### config.mk
export PLATFORM = sky130hd
export DESIGN_NAME = hazard_ctrl
export DESIGN_NICKNAME = d
export VERILOG_FILES = /design/src/rtl/hazard_ctrl.sv
export SDC_FILE = /design/constraint.sdc
export NUM_CORES = 1
export LEC_CHECK = 0
export CORE_UTILIZATION = 35
export DETAILED_ROUTE_END_ITERATION = 16
export MAX_ROUTING_LAYER = met4
export PLACE_DENSITY = 0.68
export SYNTH_ARGS = -nofsm -noshare
export SYNTH_HDL_FRONTEND = slang
export SYNTH_SLANG_ARGS = --single-unit
### constraint.sdc
create_clock -name clk -period 4.2 [get_ports clk]
set_clock_uncertainty 0.15 [all_clocks]
set_input_delay 0.42 -clock clk [delete_from_list [all_inputs] [get_ports clk]]
set_output_delay 0.42 -clock clk [all_outputs]
set_load 0.005 [all_outputs]
### src/rtl/hazard_ctrl.sv
// Pipeline hazard controller: operand forwarding selects, load-use stalls,
// multi-cycle branch flushes and the halt-drain sequence.
module hazard_ctrl #(
  parameter int REG_AW         = 3,
  parameter int NUM_SRC        = 2,
  parameter int FLUSH_CYCLES   = 1,
  parameter int LOADUSE_CYCLES = 1,
  parameter int DRAIN_CYCLES   = 3,
  parameter int ZERO_REG       = 0
) (
  input  logic                      clk,
  input  logic                      rst,
  input  logic [NUM_SRC*REG_AW-1:0] id_src,
  input  logic [NUM_SRC-1:0]        id_src_vld,
  input  logic                      id_halt,
  input  logic [REG_AW-1:0]         ex_wreg,
  input  logic                      ex_wen,
  input  logic                      ex_memrd,
  input  logic                      ex_flush,
  input  logic [REG_AW-1:0]         mem_wreg,
  input  logic                      mem_wen,
  input  logic [REG_AW-1:0]         wb_wreg,
  input  logic                      wb_wen,
  output logic                      stall_pc,
  output logic                      stall_if_id,
  output logic                      flush_if_id,
  output logic                      bubble_id_ex,
  output logic [2*NUM_SRC-1:0]      fwd_sel,
  output logic                      halted
);

  localparam int MAX_A = (FLUSH_CYCLES > LOADUSE_CYCLES) ?
                         FLUSH_CYCLES : LOADUSE_CYCLES;
  localparam int MAX_C = (MAX_A > DRAIN_CYCLES) ? MAX_A : DRAIN_CYCLES;
  localparam int CW    = $clog2(MAX_C) + 1;

  typedef enum logic [2:0] {
    S_RUN,
    S_FLUSH,
    S_STALL,
    S_DRAIN,
    S_HALTED
  } state_e;

  state_e        state_q, state_d;
  logic [CW-1:0] cnt_q, cnt_d;
  logic          lu;

  always_comb begin
    fwd_sel = '0;
    lu      = 1'b0;
    for (int i = 0; i < NUM_SRC; i++) begin
      logic [REG_AW-1:0] src;
      logic              v;
      logic              ex_hit;
      logic              mem_hit;
      logic              wb_hit;
      logic [1:0]        sel;
      src     = id_src[i*REG_AW +: REG_AW];
      v       = id_src_vld[i] &&
                !((ZERO_REG != 0) && (src == '0));
      ex_hit  = v && ex_wen  && (src == ex_wreg);
      mem_hit = v && mem_wen && (src == mem_wreg);
      wb_hit  = v && wb_wen  && (src == wb_wreg);
      sel     = 2'd0;
      // A load in EX has no data yet; it falls to the stall path
      if (ex_hit && ex_memrd) lu = 1'b1;
      if (ex_hit && !ex_memrd) sel = 2'd1;
      else if (mem_hit)        sel = 2'd2;
      else if (wb_hit)         sel = 2'd3;
      fwd_sel[2*i +: 2] = sel;
    end
  end

  always_comb begin
    state_d      = state_q;
    cnt_d        = cnt_q;
    stall_pc     = 1'b0;
    stall_if_id  = 1'b0;
    flush_if_id  = 1'b0;
    bubble_id_ex = 1'b0;
    priority case (1'b1)
      state_q == S_HALTED: begin
        stall_pc    = 1'b1;
        flush_if_id = 1'b1;
      end
      state_q == S_FLUSH: begin
        flush_if_id  = 1'b1;
        bubble_id_ex = 1'b1;
        cnt_d        = cnt_q - CW'(1);
        if (cnt_q == CW'(1)) state_d = S_RUN;
      end
      ex_flush: begin
        flush_if_id  = 1'b1;
        bubble_id_ex = 1'b1;
        if (FLUSH_CYCLES > 1) begin
          state_d = S_FLUSH;
          cnt_d   = CW'(FLUSH_CYCLES - 1);
        end else begin
          state_d = S_RUN;
        end
      end
      state_q == S_STALL: begin
        stall_pc     = 1'b1;
        stall_if_id  = 1'b1;
        bubble_id_ex = 1'b1;
        cnt_d        = cnt_q - CW'(1);
        if (cnt_q == CW'(1)) state_d = S_RUN;
      end
      state_q == S_DRAIN: begin
        stall_pc    = 1'b1;
        flush_if_id = 1'b1;
        cnt_d       = cnt_q - CW'(1);
        if (cnt_q == CW'(1)) state_d = S_HALTED;
      end
      lu: begin
        stall_pc     = 1'b1;
        stall_if_id  = 1'b1;
        bubble_id_ex = 1'b1;
        if (LOADUSE_CYCLES > 1) begin
          state_d = S_STALL;
          cnt_d   = CW'(LOADUSE_CYCLES - 1);
        end
      end
      id_halt: begin
        stall_pc    = 1'b1;
        flush_if_id = 1'b1;
        // Trigger cycle counts as the first drain cycle
        if (DRAIN_CYCLES > 1) begin
          state_d = S_DRAIN;
          cnt_d   = CW'(DRAIN_CYCLES - 1);
        end else begin
          state_d = S_HALTED;
        end
      end
      default: ;
    endcase
  end

  always_ff @(posedge clk or posedge rst) begin
    if (rst) begin
      state_q <= S_RUN;
      cnt_q   <= '0;
    end else begin
      state_q <= state_d;
      cnt_q   <= cnt_d;
    end
  end

  assign halted = (state_q == S_HALTED);

endmodule

==> results of run 1 <==
-- how the worst max path moves through the flow --
stage / startpoint / endpoint / slack [ps] / depth (start not counted)
after detailed placement: id_src[2] / stall_if_id / 770 / 6
after global placement: id_src[5] / stall_if_id / 800 / 6
final: id_src[2] / stall_if_id / 800 / 6
after floorplan: ex_wreg[2] / stall_if_id / 1860 / 4
after CTS: id_src[2] / stall_if_id / 770 / 6
after global routing: id_src[5] / stall_if_id / 660 / 6
-- worst register-to-register path, stage by stage, from the launching register on --
cell and delay [ps]:
sky130_fd_sc_hd__dfrtp_1 540, sky130_fd_sc_hd__nor2_1 130, sky130_fd_sc_hd__nor2_1 370, sky130_fd_sc_hd__a311oi_2 60
sky130_fd_sc_hd__a311oi_1 460, sky130_fd_sc_hd__mux2_1 380
-- stage by stage --
step / utilization, % / hold slack, ps / worst slack (ps) / instance area (um^2)
floorplan: - / 61.0 / 1860 / 796
global placement: 56.3 / 325 / 805 / 1150
detailed placement: 56.3 / 340 / 772 / 1150
CTS: 57.4 / 228 / 771 / 1170
global route: 57.4 / 259 / 664 / 1170
finish: 57.4 / 222 / 795 / 1170
-- flip-flops by register name, summed over array words and instances, names as in the netlist --
signal	count
state_q	3
cnt_q	3
-- cells by family after synthesis --
group	Yosys count	synth area share [%]
flops	6	18.9
simple gates	34	22.0
fa+ha+maj	2	3.14
compound gates	29	28.1
xor+xnor	18	19.8
buf+inv	11	5.19
mux	2	2.83
-- cell type report --
class	instances	share of cell area (%)
Clock buffer	3	1.92
Inverter	8	2.56
Multi-Input combinational cell	85	51.6
Sequential cell	6	12.8
Tap cell	27	2.88
Timing Repair Buffer	33	28.2
-- cells in the final DEF (no fill, tap or decap), drive strengths merged, types with 2 or more instances in the layout --
master	count
clkbuf	3
or4	2
mux2	2
o21ai	5
xor2	14
clkdlybuf4s50	33
o32a	2
inv	8
xnor2	4
a21oi	4
nor2	6
nand2	7
a21boi	2
ha	2
nand2b	4
nor3	5
dfrtp	6
o22a	2
a311oi	2
nor2b	2
nand3	7
o21a	3
-- routing by layer --
metal  global-route usage (%)  up-vias  part of all wire, %
met3                     4.94        8                  7.9
met2                     33.8       55                   51
met4                     4.76        0                  1.7
li1                         -      436                    -
met1                     18.9      374                   39
met5                        -        -                    0
-- power by group --
part	internal [mW]	switching [mW]	leakage, nW
registers	0.0831	0.0353	0.0738
clock network	0.0325	0.0242	0.0138
logic	0.149	0.134	0.371
==> results_tabular.tex, run 1 <==
\begin{tabular}{lr}
\hline
Metric & Value \\
\hline
\multicolumn{2}{l}{\textbf{Status}} \\
Status & completed \\
\multicolumn{2}{l}{\textbf{Global route}} \\
Largest net degree at the start of global routing & 14 \\
Global-route wire length before repair & between 3 and 4 mm \\
Gr usage total & 18.3\% \\
Remaining global-route overflow & 0 \\
Number of global-route vias before repair & about 830 \\
Number of antenna violations at the first check in global routing & 0 \\
\multicolumn{2}{l}{\textbf{Flow run}} \\
Max capacitance violation total & 0 \\
\multicolumn{2}{l}{\textbf{Timing}} \\
Setup tns final & 0 ps \\
Final count of hold timing violations & 0 \\
Fin. max-slew vios & 0 \\
Rel. slew slack & approximately 64\% \\
Post-route minimum period & 3400 ps \\
Measured slew at the worst slew-check pin & $\sim$530 ps \\
Setup-failing EPs final & 0 \\
Peak Freq & roughly 0.3 GHz \\
Part of the cycle the worst path needs & 81.1\% \\
RSZ-0062 raised after global routing & no \\
\multicolumn{2}{l}{\textbf{Setup path}} \\
Type of element capturing the critical path & primary output \\
Most Frequent Cell on Critical Path & sky130\_fd\_sc\_hd\_\_clkdlybuf4s50\_1 \\
Required time of the critical path & approximately 3600 ps \\
Cell family with the largest share of critical-path delay & buffers and inverters \\
Buffers plus inverters on the worst setup path & 2 \\
FF-to-FF path depth & 5 \\
List of cells traversed by the critical path & clkdlybuf4s50\_1, xor2\_1, or4\_4, a21bo\_2, a2111oi\_2, clkdlybuf4s50\_1 \\
CP Max Fanout & 8 \\
Register-to-register setup slack & 1990 ps \\
Critical path's slowest cell & sky130\_fd\_sc\_hd\_\_or4\_4 \\
Launching element type of the critical path & input pin \\
Crit path kind & in -> out \\
Delay of the slowest cell on the worst path & $\sim$570 ps \\
Critical R2R Capture & state\_q[1] \\
CP Data Arrival Time & between 2000 and 3000 ps \\
Reg2reg start & state\_q[1] \\
\multicolumn{2}{l}{\textbf{Floorplanning}} \\
DIE AREA & between 2000 and 2500 um\^{}2 \\
Standard-cell row count & 16 \\
Horizontal die dimension & $\sim$50 um \\
Area inside the core boundary & about 2000 um\^{}2 \\
Initial core utilization & 39.0\% \\
Height of the die & roughly 50 um \\
Number of top-level design ports & 34 \\
\multicolumn{2}{l}{\textbf{Layout}} \\
Fillers & between 150 and 200 \\
Area taken by flip-flops and latches & around 150 um\^{}2 \\
Area of combinational cells with multiple inputs & about 600 um\^{}2 \\
Share of layout cells above drive strength 1 & 5.93\% \\
Filler-free cell count of the finished design & roughly 160 \\
Inserted Diodes & 0 \\
Synthesis-to-layout area growth & 47.2\% \\
Post-layout net count & $\sim$160 \\
\multicolumn{2}{l}{\textbf{CTS}} \\
Clk slew on worst S/H paths & approximately 50 ps \\
Insertion delay to the later sink of the worst-skew pair & 260 ps \\
Count of clock tree sinks & 6 \\
TritonCTS clock tree & done \\
Number of buffers inserted by post-CTS setup repair & 0 \\
Buffers from clock root to sink, at most & 2 \\
Number of instances resized during post-cts repair & 0 \\
Level count of the clock H-tree & 1 \\
Clock root buffer & sky130\_fd\_sc\_hd\_\_clkbuf\_4 \\
Num CTS Buffers & 3 \\
Count of hold buffers inserted by post-cts repair & 0 \\
\multicolumn{2}{l}{\textbf{Routing}} \\
DRC marker count from the first detailed-route iteration & 22 \\
Number of design rule violations left after detail routing & 0 \\
Antenna violation net count after detailed routing & 0 \\
Total via count after detailed routing & roughly 870 \\
Total detailed-routing wirelength & a little under 2 mm \\
Wire length per cell & between 10 and 15 um \\
Number of vias per cell & roughly 5.4 \\
Initial DRT Pass Iterations & 5 \\
\multicolumn{2}{l}{\textbf{Min path}} \\
Kind of path behind the tightest hold check & in -> async \\
\multicolumn{2}{l}{\textbf{Pwr}} \\
Cell leakage power & about 0.46 nW \\
Total power of the final layout & between 400 and 500 uW \\
VDD IR max & around 0.24 mV \\
Ratio of total power to cell area & $\sim$400 nW/um\^{}2 \\
\multicolumn{2}{l}{\textbf{Placed design}} \\
Final GP Congestion & 0.836 \\
Number of input and output port buffers inserted & 33 \\
DP Wirelength & between 1.5 and 2 mm \\
\# placed instances & 159 \\
\multicolumn{2}{l}{\textbf{Synthesis}} \\
Net count after synthesis & 129 \\
Sequential element share of the synthesized area & about a fifth \\
Combined area of all synthesized cells & between 700 and 800 um\^{}2 \\
Cell types with the highest counts after synthesis & 14 x sky130\_fd\_sc\_hd\_\_xor2\_1, 8 x sky130\_fd\_sc\_hd\_\_inv\_1, 7 x sky130\_fd\_sc\_hd\_\_nand2\_1, 7 x sky130\_fd\_sc\_hd\_\_nand3\_1 \\
Commonest register cell after synthesis & sky130\_fd\_sc\_hd\_\_dfrtp\_1 \\
Post-synth EDFFs & 0 \\
Ranking of synthesized cells by area & sky130\_fd\_sc\_hd\_\_dfrtp\_1 19\%, sky130\_fd\_sc\_hd\_\_xor2\_1 15\%, sky130\_fd\_sc\_hd\_\_nand3\_1 4.4\% \\
Cell taking the most area after synthesis & sky130\_fd\_sc\_hd\_\_dfrtp\_1 \\
Number of different library cells in the post-synthesis netlist & 33 \\
Count of yosys warnings during synthesis & 0 \\
Post-synthesis instance total & 102 \\
Share of the synthesized area in the top cell type & 18.9\% \\
Library cell with the highest instance count after synthesis & sky130\_fd\_sc\_hd\_\_xor2\_1 \\
Post-synth ARST share & 100\% \\
Number of synthesized register bits & 6 \\
Avg Inst Size Synth & 7.80 um\^{}2 \\
\hline
\end{tabular}
Power figures use the tool's default switching activity.
==> run 2: changes to the inputs <==
clock period = 3.37 ns   (was 4.2 ns; I/O delays follow)
==> results of run 2 <==
The final DEF is identical to that of run 1. Status: completed.
Among the figures that moved: setup slack after placement 772 ps -> 108 ps; setup slack after layout 795 ps -> 131 ps; hold slack 222 ps -> 139 ps; register-to-register setup slack 1990 ps -> 1160 ps; total power 0.459 mW -> 0.572 mW; worst IR drop on VDD 0.244 mV -> 0.304 mV
==> variant, RTL diff (flow settings as in run 2) <==
Make the reset (`rst`) synchronous in one clocked block.
--- a/src/rtl/hazard_ctrl.sv
+++ b/src/rtl/hazard_ctrl.sv
@@ -137,7 +137,7 @@
     endcase
   end
 
-  always_ff @(posedge clk or posedge rst) begin
+  always_ff @(posedge clk) begin
     if (rst) begin
       state_q <= S_RUN;
       cnt_q   <= '0;
Formal check against the unedited RTL: differs if rst is asserted again (counterexample within 4 cycles, from zero or initial values and one cycle with rst high); with rst held inactive, the same outputs for 10 cycles.
==> variant against run 2 <==
- synthesized cell count increased by 2.0%
- synthesized area decreased by 0.47%
- routed wire length increased by 3.2%
- count of clock-buffer cells in the layout unchanged
- utilization increased by 0.37 points
- final area increased by 0.64%
- sequential cell count unchanged
- hold slack improved by 0.22 ns
- largest cell class unchanged
- fmax decreased by 0.24%
- setup slack got worse by 0.0077 ns
- critical endpoint is now flush_if_id
- global-route usage decreased by 0.14 points
Power is not compared: it rests on default switching activity, and its combinational part moved more than twofold at a synthesized area within 25%.
==> variant: results (changes against run 2) <==
- The pin count of the biggest net entering global routing is 15 (was 14).
- The number of global-route vias before repair was 858 (was 834).
- The wire length on met1 is 847 µm (was 769 µm).
- The adder and majority gate portion of the synthesized area was 4.42% (was 3.14%).
- The number of nets in the layout is 167 (was 164).
- The worst setup path endpoint was flush_if_id (was stall_if_id).
- The reg-to-reg endpoint is cnt_q[2] (was state_q[1]).
- The met1 capacity usage during global routing is 18.5% (was 18.9%).
- The global-route track usage on met2 came to 34.9% (was 33.8%).
- The critical-path maximum fanout is 5 (was 8).
- The share of flip-flops with an asynchronous set or reset is 0% (was 100%).
- The setup slack after placement was 0.0558 ns (was 0.108 ns).
- The number of placed instances, taps included is 162 (was 159).
- The highest metal layer with signal wires is met3 (was met4).
- The register-to-register setup slack came to 1.19 ns (was 1.16 ns).
- The number of cells on the worst hold path is 2.
- The detail-routed net length per standard cell is 12.2 µm (was 12.0 µm).
- The total track usage came to 18.2% (was 18.3%).
- Run status: finished clean (unchanged).
- The launch point of the worst path was id_src[5] (was id_src[2]).
- The leading register cell type out of synthesis is dfxtp_1 (was dfrtp_1).
- The number of nets still failing antenna checks after routing is 0 (unchanged).
- The share of post-route cells with drive strength above 1 is 7.25% (was 5.93%).
- The count of distinct cell types in the synthesized netlist is 36 (was 33).
- The count of vias placed by the detailed router came to 871 (was 873).
- The worst relative slew slack came to 68.1% (was 64.2%).
- The share of the yosys chip area belonging to registers came to 15.2% (was 18.9%).
- The number of fillers in the final layout came to 209 (was 190).
- The first-pass detailed-route iteration total came to 4 (was 5).
- The worst hold slack was 0.355 ns (was 0.139 ns).
- The routed length on met2 is 1050 µm (was 994 µm).
- Top area cells in the synthesized netlist: xor2_1 (15%), dfxtp_1 (15%), o21ai_0 (5.1%) (was dfrtp_1 (19%), xor2_1 (15%), nand3_1 (4.4%)).
- The routability congestion estimate from global placement is 0.865 (was 0.836).
- The placed wire-length estimate is 1680 µm (was 1650 µm).
- The number of synthesis warnings is 0 (unchanged).
- The violation count after the first detailed-routing iteration was 6 (was 22).
- The post-synthesis instance total is 104 (was 102).
- The routing usage on met3 is 4.63% (was 4.94%).
- The global-route wire length before repair is 3450 µm (was 3360 µm).
- The final cycle utilization of the critical path came to 96.3% (was 96.1%).
- The post-synthesis net count is 131 (was 129).
- The class of the tightest hold or removal check was reg2reg (was in2async).
- The routed length on met3 is 113 µm (was 154 µm).
- The startpoint of the worst-slack reg-to-reg timing path is state_q[1] (unchanged).
variant: metrics by stage:
stage | total power, W | cell area (µm²)
5_1_grt | 0.000317 | 1180
3_5_place_dp | 0.000228 | 1150
4_1_cts | 0.000298 | 1180
3_3_place_gp | 0.000226 | 1150
2_1_floorplan | 0.000162 | 792
6_report | 0.000294 | 1180
variant: power by group through the flow:
stage / registers [W] / logic [W] / clock network (W)
after floorplan: 0.0000826 / 0.0000795 / 0
after global placement: 0.0000902 / 0.000136 / 0
after detailed placement: 0.0000901 / 0.000138 / 0
after CTS: 0.0000890 / 0.000138 / 0.0000705
after global routing: 0.0000907 / 0.000151 / 0.0000750
final: 0.0000889 / 0.000137 / 0.0000681
variant: final cells by class:
type / count / share of cell area [%]
clock buffers: 3 / 1.91
well taps: 27 / 2.87
flip-flops and latches: 6 / 10.2
inverters: 5 / 1.59
repair buffers: 35 / 29.5
multi-input cells: 89 / 53.9
